File: config.mk
export PLATFORM = sky130hd
export DESIGN_NAME = mem_port_arbiter_flat
export DESIGN_NICKNAME = d
export VERILOG_FILES = /design/src/rtl/mem_port_arbiter_if.sv /design/src/rtl/mem_port_arbiter.sv /design/src/flat_wrapper.sv
export SDC_FILE = /design/constraint.sdc
export NUM_CORES = 1
export LEC_CHECK = 0
export ABC_AREA = 1
export ABC_CLOCK_PERIOD_IN_PS = 3000
export BUFFER_PORTS_ARGS = -buffer_cell sky130_fd_sc_hd__buf_2
export CAP_MARGIN = 0
export CORE_AREA = 4 4 191 193
export CTS_CLUSTER_DIAMETER = 60
export DETAILED_ROUTE_END_ITERATION = 8
export DIE_AREA = 0 0 195 197
export PLACE_DENSITY = 0.62
export SYNTH_ARGS = -nofsm -noshare
export SYNTH_HDL_FRONTEND = slang
export SYNTH_SLANG_ARGS = --single-unit
File: constraint.sdc
create_clock -name clk -period 3 [get_ports clk]
set_input_delay 0.15 -clock clk [delete_from_list [all_inputs] [get_ports clk]]
set_output_delay 0.15 -clock clk [all_outputs]
set_load 0.1 [all_outputs]
File: src/rtl/mem_port_arbiter_if.sv
// Bus bundle between the pipeline requesters, the single-port memory and mem_port_arbiter.
// The slave modport is the arbiter's view; master is the environment's view.
interface mem_port_arbiter_if #(
    parameter int unsigned ADDR_W = 64
);
    logic              if_req;
    logic [ADDR_W-1:0] if_adr;
    logic [31:0]       if_rdata;
    logic              if_valid;
    logic              d_req;
    logic              d_we;
    logic [ADDR_W-1:0] d_adr;
    logic [63:0]       d_wdata;
    logic [63:0]       d_rdata;
    logic              d_valid;
    logic              mem_req;
    logic              mem_we;
    logic [ADDR_W-1:0] mem_adr;
    logic [63:0]       mem_wdata;
    logic [63:0]       mem_rdata;
    logic              mem_ack;
    logic              stall_if;
    logic              stall_mem;
    logic              timeout_err;

    modport slave (
        input  if_req, if_adr, d_req, d_we, d_adr, d_wdata, mem_rdata, mem_ack,
        output if_rdata, if_valid, d_rdata, d_valid, mem_req, mem_we, mem_adr, mem_wdata,
               stall_if, stall_mem, timeout_err
    );

    modport master (
        output if_req, if_adr, d_req, d_we, d_adr, d_wdata, mem_rdata, mem_ack,
        input  if_rdata, if_valid, d_rdata, d_valid, mem_req, mem_we, mem_adr, mem_wdata,
               stall_if, stall_mem, timeout_err
    );
endinterface

File: src/rtl/mem_port_arbiter.sv
// Shares one single-port 64-bit memory between instruction fetch and data access.
// Data has priority; a bounded data-grant streak guarantees fetch progress.
module mem_port_arbiter #(
    parameter int unsigned ADDR_W       = 64,
    parameter int unsigned MAX_D_STREAK = 4,
    parameter int unsigned TIMEOUT      = 256
) (
    input  logic              clk,
    input  logic              rst,
    mem_port_arbiter_if.slave bus
);
    localparam int unsigned STREAK_W = $clog2(MAX_D_STREAK + 1);
    localparam int unsigned TMO_W    = $clog2(TIMEOUT);
    localparam int unsigned WADR_W   = ADDR_W - 3;

    typedef enum logic [1:0] {IDLE, BUSY_IF, BUSY_D, RESP} state_t;

    state_t              state_q, state_d;
    logic                grant_d, grant_if, finish, timed_out;
    logic [WADR_W-1:0]   wadr_q;
    logic                half_q, we_q, own_d_q;
    logic [63:0]         wdata_q, rdata_q;
    logic [STREAK_W-1:0] streak_q;
    logic [TMO_W-1:0]    tmo_q;
    logic                timeout_err_q;
    logic                busy, if_vld, d_vld, streak_full;
    logic                unused_adr_bits;

    assign busy        = (state_q == BUSY_IF) || (state_q == BUSY_D);
    assign streak_full = (streak_q == STREAK_W'(MAX_D_STREAK));

    // Next state: arbitration only in IDLE, completion by ack or timeout in BUSY.
    always_comb begin
        state_d   = state_q;
        grant_d   = 1'b0;
        grant_if  = 1'b0;
        finish    = 1'b0;
        timed_out = 1'b0;
        case (state_q)
            IDLE: begin
                if (bus.d_req && !(bus.if_req && streak_full)) begin
                    grant_d = 1'b1;
                    state_d = BUSY_D;
                end else if (bus.if_req) begin
                    grant_if = 1'b1;
                    state_d  = BUSY_IF;
                end
            end
            BUSY_IF, BUSY_D: begin
                if (bus.mem_ack) begin
                    finish  = 1'b1;
                    state_d = RESP;
                end else if (tmo_q == TMO_W'(TIMEOUT - 1)) begin
                    finish    = 1'b1;
                    timed_out = 1'b1;
                    state_d   = RESP;
                end
            end
            RESP: state_d = IDLE;
        endcase
    end

    always_ff @(posedge clk) begin
        if (rst) begin
            state_q       <= IDLE;
            wadr_q        <= '0;
            half_q        <= 1'b0;
            we_q          <= 1'b0;
            own_d_q       <= 1'b0;
            wdata_q       <= '0;
            rdata_q       <= '0;
            streak_q      <= '0;
            tmo_q         <= '0;
            timeout_err_q <= 1'b0;
        end else begin
            state_q <= state_d;
            // Latch the granted request; the memory side only ever sees this copy.
            if (grant_d || grant_if) begin
                wadr_q  <= grant_d ? bus.d_adr[ADDR_W-1:3] : bus.if_adr[ADDR_W-1:3];
                half_q  <= grant_if & bus.if_adr[2];
                we_q    <= grant_d & bus.d_we;
                wdata_q <= grant_d ? bus.d_wdata : '0;
                own_d_q <= grant_d;
                tmo_q   <= '0;
            end else if (busy) begin
                tmo_q <= tmo_q + TMO_W'(1);
            end
            if (grant_if) begin
                streak_q <= '0;
            end else if (grant_d && bus.if_req && !streak_full) begin
                streak_q <= streak_q + STREAK_W'(1);
            end
            if (finish) begin
                if (timed_out || we_q) begin
                    rdata_q <= '0;
                end else if (own_d_q) begin
                    rdata_q <= bus.mem_rdata;
                end else begin
                    rdata_q <= {32'h0, half_q ? bus.mem_rdata[63:32] : bus.mem_rdata[31:0]};
                end
            end
            if (timed_out) begin
                timeout_err_q <= 1'b1;
            end
        end
    end

    assign if_vld = (state_q == RESP) && !own_d_q;
    assign d_vld  = (state_q == RESP) && own_d_q;

    assign bus.if_valid    = if_vld;
    assign bus.d_valid     = d_vld;
    assign bus.if_rdata    = if_vld ? rdata_q[31:0] : 32'h0;
    assign bus.d_rdata     = d_vld ? rdata_q : 64'h0;
    assign bus.mem_req     = busy;
    assign bus.mem_we      = busy & we_q;
    assign bus.mem_adr     = busy ? {3'b000, wadr_q} : '0;
    assign bus.mem_wdata   = busy ? wdata_q : 64'h0;
    assign bus.stall_if    = !rst && bus.if_req && !if_vld;
    assign bus.stall_mem   = !rst && bus.d_req && !d_vld;
    assign bus.timeout_err = timeout_err_q;

    // Address bits below the access granularity carry no information.
    assign unused_adr_bits = ^{bus.if_adr[1:0], bus.d_adr[2:0]};
endmodule

File: src/flat_wrapper.sv
// flat-port wrapper written by rule: the top's interface ports become plain ports
module mem_port_arbiter_flat 
#(
    parameter int unsigned ADDR_W       = 64,
    parameter int unsigned MAX_D_STREAK = 4,
    parameter int unsigned TIMEOUT      = 256
)
  (clk, rst, bus_if_req, bus_if_adr, bus_d_req, bus_d_we, bus_d_adr, bus_d_wdata, bus_mem_rdata, bus_mem_ack, bus_if_rdata, bus_if_valid, bus_d_rdata, bus_d_valid, bus_mem_req, bus_mem_we, bus_mem_adr, bus_mem_wdata, bus_stall_if, bus_stall_mem, bus_timeout_err);
  mem_port_arbiter_if #(.ADDR_W(ADDR_W)) bus_i ();
  input  logic clk;
  input  logic rst;
  input wire logic [$bits(bus_i.if_req)-1:0] bus_if_req;
  input wire logic [$bits(bus_i.if_adr)-1:0] bus_if_adr;
  input wire logic [$bits(bus_i.d_req)-1:0] bus_d_req;
  input wire logic [$bits(bus_i.d_we)-1:0] bus_d_we;
  input wire logic [$bits(bus_i.d_adr)-1:0] bus_d_adr;
  input wire logic [$bits(bus_i.d_wdata)-1:0] bus_d_wdata;
  input wire logic [$bits(bus_i.mem_rdata)-1:0] bus_mem_rdata;
  input wire logic [$bits(bus_i.mem_ack)-1:0] bus_mem_ack;
  output wire logic [$bits(bus_i.if_rdata)-1:0] bus_if_rdata;
  output wire logic [$bits(bus_i.if_valid)-1:0] bus_if_valid;
  output wire logic [$bits(bus_i.d_rdata)-1:0] bus_d_rdata;
  output wire logic [$bits(bus_i.d_valid)-1:0] bus_d_valid;
  output wire logic [$bits(bus_i.mem_req)-1:0] bus_mem_req;
  output wire logic [$bits(bus_i.mem_we)-1:0] bus_mem_we;
  output wire logic [$bits(bus_i.mem_adr)-1:0] bus_mem_adr;
  output wire logic [$bits(bus_i.mem_wdata)-1:0] bus_mem_wdata;
  output wire logic [$bits(bus_i.stall_if)-1:0] bus_stall_if;
  output wire logic [$bits(bus_i.stall_mem)-1:0] bus_stall_mem;
  output wire logic [$bits(bus_i.timeout_err)-1:0] bus_timeout_err;
  assign bus_i.if_req = bus_if_req;
  assign bus_i.if_adr = bus_if_adr;
  assign bus_i.d_req = bus_d_req;
  assign bus_i.d_we = bus_d_we;
  assign bus_i.d_adr = bus_d_adr;
  assign bus_i.d_wdata = bus_d_wdata;
  assign bus_i.mem_rdata = bus_mem_rdata;
  assign bus_i.mem_ack = bus_mem_ack;
  assign bus_if_rdata = bus_i.if_rdata;
  assign bus_if_valid = bus_i.if_valid;
  assign bus_d_rdata = bus_i.d_rdata;
  assign bus_d_valid = bus_i.d_valid;
  assign bus_mem_req = bus_i.mem_req;
  assign bus_mem_we = bus_i.mem_we;
  assign bus_mem_adr = bus_i.mem_adr;
  assign bus_mem_wdata = bus_i.mem_wdata;
  assign bus_stall_if = bus_i.stall_if;
  assign bus_stall_mem = bus_i.stall_mem;
  assign bus_timeout_err = bus_i.timeout_err;
  mem_port_arbiter #(.ADDR_W(ADDR_W), .MAX_D_STREAK(MAX_D_STREAK), .TIMEOUT(TIMEOUT)) u_core (.clk(clk), .rst(rst), .bus(bus_i));
endmodule
==> summary.md <==
| Metric | Value |
|---|---|
| Post-placement setup slack | `around 820 ps` |
| Die Wd | `195 um` |
| Longest Clk Path Bufs | `3` |
| Switching share of total power | `about 53%` |
| Tmin final | `2710 ps` |
| Clk pwr share | `19.6%` |
| IO Port Bufs | `around 480` |
| TNS Setup | `0 ps` |
| RSZ-0062 raised after global routing | `no` |
| Final-layout fill cell count | `between 3000 and 4000` |
| Final setup vio count | `0` |
| Peak VDD IR | `1280 uV` |
| HPWL after DPL | `30100 um` |
| Area of the mapped netlist | `between 10000 and 15000 sq um` |
| Core area | `around 35000 sq um` |
| Die area | `a little under 40000 sq um` |
| Fmax | `about 370 MHz` |
| Mapped Cells | `1827` |
| Pwr/cell area | `965 nW/um^2` |
| Share of post-route cells with drive strength above 1 | `23.5%` |
| I/O Pins | `between 400 and 500` |
| Fin crit share | `between 90% and 100%` |
| Post-CTS Hold Buffers | `between 200 and 250` |
| GRT overflow | `0` |
| Final Hold Vio Count | `0` |
| Crit path largest cell delay | `between 500 and 600 ps` |
| GRT Overall Usage | `around 22%` |
| CP top delay family | `simple AND/OR/NAND/NOR gates` |
| Syn_area_per_cell | `around 6.1 sq um` |
| Starting Density | `32.3%` |
| Initial antenna violation count | `2` |
| Crit-path max FO | `33` |
| CTS tree | `done` |
| Ys Warns | `0` |
| # rows | `68` |
| Clock Skew | `around 11 ps` |
| Largest net degree at the start of global routing | `between 70 and 80` |
| Total Wirelength | `approximately 46000 um` |
| Sequential Power Share | `roughly 22%` |
| DRT iter0 DRCs | `just over 1000` |
| Crit-path slowest cell | `nand2_2` |
| Via density | `4.77` |
| Buffers plus inverters on the worst setup path | `2` |
| Combinational group share of total power | `58.1%` |
| ANT nets after route | `0` |
| Synth Register Bits | `roughly 210` |
| Internal | `between 8000 and 9000 uW` |
| Root Driver | `clkbuf_16` |
| Most frequent cells in the layout | `551 x nand2_1, 431 x buf_2, 279 x inv_1, 223 x dlygate4sd3_1, 206 x dfxtp_1` |
| Clk sinks | `just over 200` |
| CP arrival | `2560 ps` |
| Crit path launch type | `register` |
| Synth area leaders | `dfxtp_1 37%, nand2_1 19%, inv_1 9.4%, nand3_1 6.5%, nor2_1 6.4%` |
| Critical-path cell list | `ha_1 > nand2_2 > inv_1 > nor2_1 > buf_2` |
| Sequential-to-total area share from yosys stat | `36.9%` |
| Vias in the first global route | `about 14000` |
| First-pass GRT wire length | `slightly above 70000 um` |
| Worst setup margin | `~290 ps` |
| Status | `finished clean` |
| Crit end category | `primary output` |
| Num CTS Buffers | `29` |
| Die Height | `approximately 200 um` |
| Vias | `13991` |
| Clk Latency, worst-skew pair | `between 500 and 600 ps` |
| Count of pins over their slew limit | `0` |
| First drt pass iteration count | `7` |
| Synth-to-Final Area Change | `59.6%` |
| Kind of critical path | `reg -> out` |
| Reg clk slew, reported paths | `about 60 ps` |
| Post-CTS setup repair buffer count | `0` |
| Max-cap viol count | `0` |
| Switch Pwr | `around 9100 uW` |
| Top cell type by total area after synthesis | `dfxtp_1` |
| Worst Max-Slew Pin Slew | `around 1000 ps` |
| Post_cts resized | `0` |
| Routed length per instance | `roughly 16 um` |
| H-tree depth | `1` |
| HP Class | `in -> reg` |
| Worst slew margin | `approximately 33%` |
| P_leak | `0.00958 uW` |
| CP required | `about 2900 ps` |
| Post-detailed-route DRC marker count | `0` |
| Gpl congestion | `just under 0.9` |
| Final nets | `~2700` |
| Top cell type's share of synthesized area | `between 30% and 40%` |
| Commonest non-fill, non-tap cell in the layout | `nand2_1` |
| Synth cell types | `24` |
power by group through the flow:
stage	logic, uW	registers (uW)	clock network (uW)
after floorplan	7380	3760	0
after CTS	9930	3810	3480
after detailed placement	9190	3870	0
after global routing	10700	3900	3580
after global placement	9130	3840	0
final	10000	3820	3380
synthesized netlist by cell type:
library cell,count
clkbuf_1,70
nand3_1,145
buf_6,7
o21ai_0,67
nor2_1,190
nand2_4,1
buf_2,48
inv_1,280
nor3_1,2
inv_2,5
conb_1,1
nand4_1,20
ha_1,6
xnor2_1,1
dfxtp_1,206
xor2_1,6
o21ai_2,1
o21a_1,61
nand2_1,553
nand2_2,4
a21oi_1,136
buf_1,10
nor2_2,2
buf_4,5
worst min-delay path: cells and delay by family:
kind	cells	cell delay, ps
compound gates	1	60
simple gates	3	200
buf+inv	1	120
logic make-up after synthesis:
logic type | count (synthesis) | synth area share (%)
AO/OA/AOI/OAI | 265 | 13.3
XOR/XNOR | 7 | 0.549
adder cells (fa/ha/maj) | 6 | 0.672
buffers and inverters | 425 | 15.5
flip-flops | 206 | 36.9
other | 1 | 0.0336
AND/OR/NAND/NOR | 917 | 33.1
final cells by class:
cell class	count	area, sq um	share of cell area [%]
diodes	5	12.5	0.0702
clock buffers	33	751	4.21
clock inverters	21	200	1.12
inverters	285	1070	6.03
multi-input cells	1198	5370	30.1
flip-flops and latches	206	4120	23.1
well taps	455	569	3.19
repair buffers	733	5730	32.1
per-layer routing:
layer  part of all wire [%]  up-vias  global-route usage, %  wire, um
li1                       -     6818                      -         -
met1                     39     6314                   26.3     17900
met2                     48      709                   38.3     21900
met3                    7.8      148                   3.81      3570
met4                    5.2        2                   11.5      2380
met5                  0.028        -                      0        13
sequential cells by signal, indices dropped and copies added, names as in the netlist:
signal,cells
u_core.tmo_q,8
u_core.streak_q,3
u_core.rdata_q,64
u_core.state_q,2
u_core.wdata_q,64
u_core.own_d_q,1
u_core.half_q,1
u_core.bus.timeout_err,1
u_core.we_q,1
u_core.wadr_q,61
through the flow:
step	util (%)	total power [uW]	hold slack [ps]	area, sq um	std cells
5_1_grt	51.6	18200	48.3	17800	2932
3_3_place_gp	42.4	13000	388	14600	2654
2_1_floorplan	-	11100	292	11200	1829
4_1_cts	51.6	17200	2.94	17800	2931
3_5_place_dp	42.4	13100	397	14600	2654
6_report	51.6	17200	43.2	17800	2936
path summary, 6_finish.rpt:
path | start | to | slack (ps) | cells after the start
min | bus_mem_rdata[33] | u_core.rdata_q[1] | 40 | 5
min reg2reg | u_core.bus.timeout_err | u_core.bus.timeout_err | 450 | 2
max | u_core.state_q[0] | bus_stall_mem | 290 | 5
max reg2reg | u_core.streak_q[0] | u_core.wadr_q[11] | 470 | 11
No activity file was read; power rests on OpenSTA's default activity.
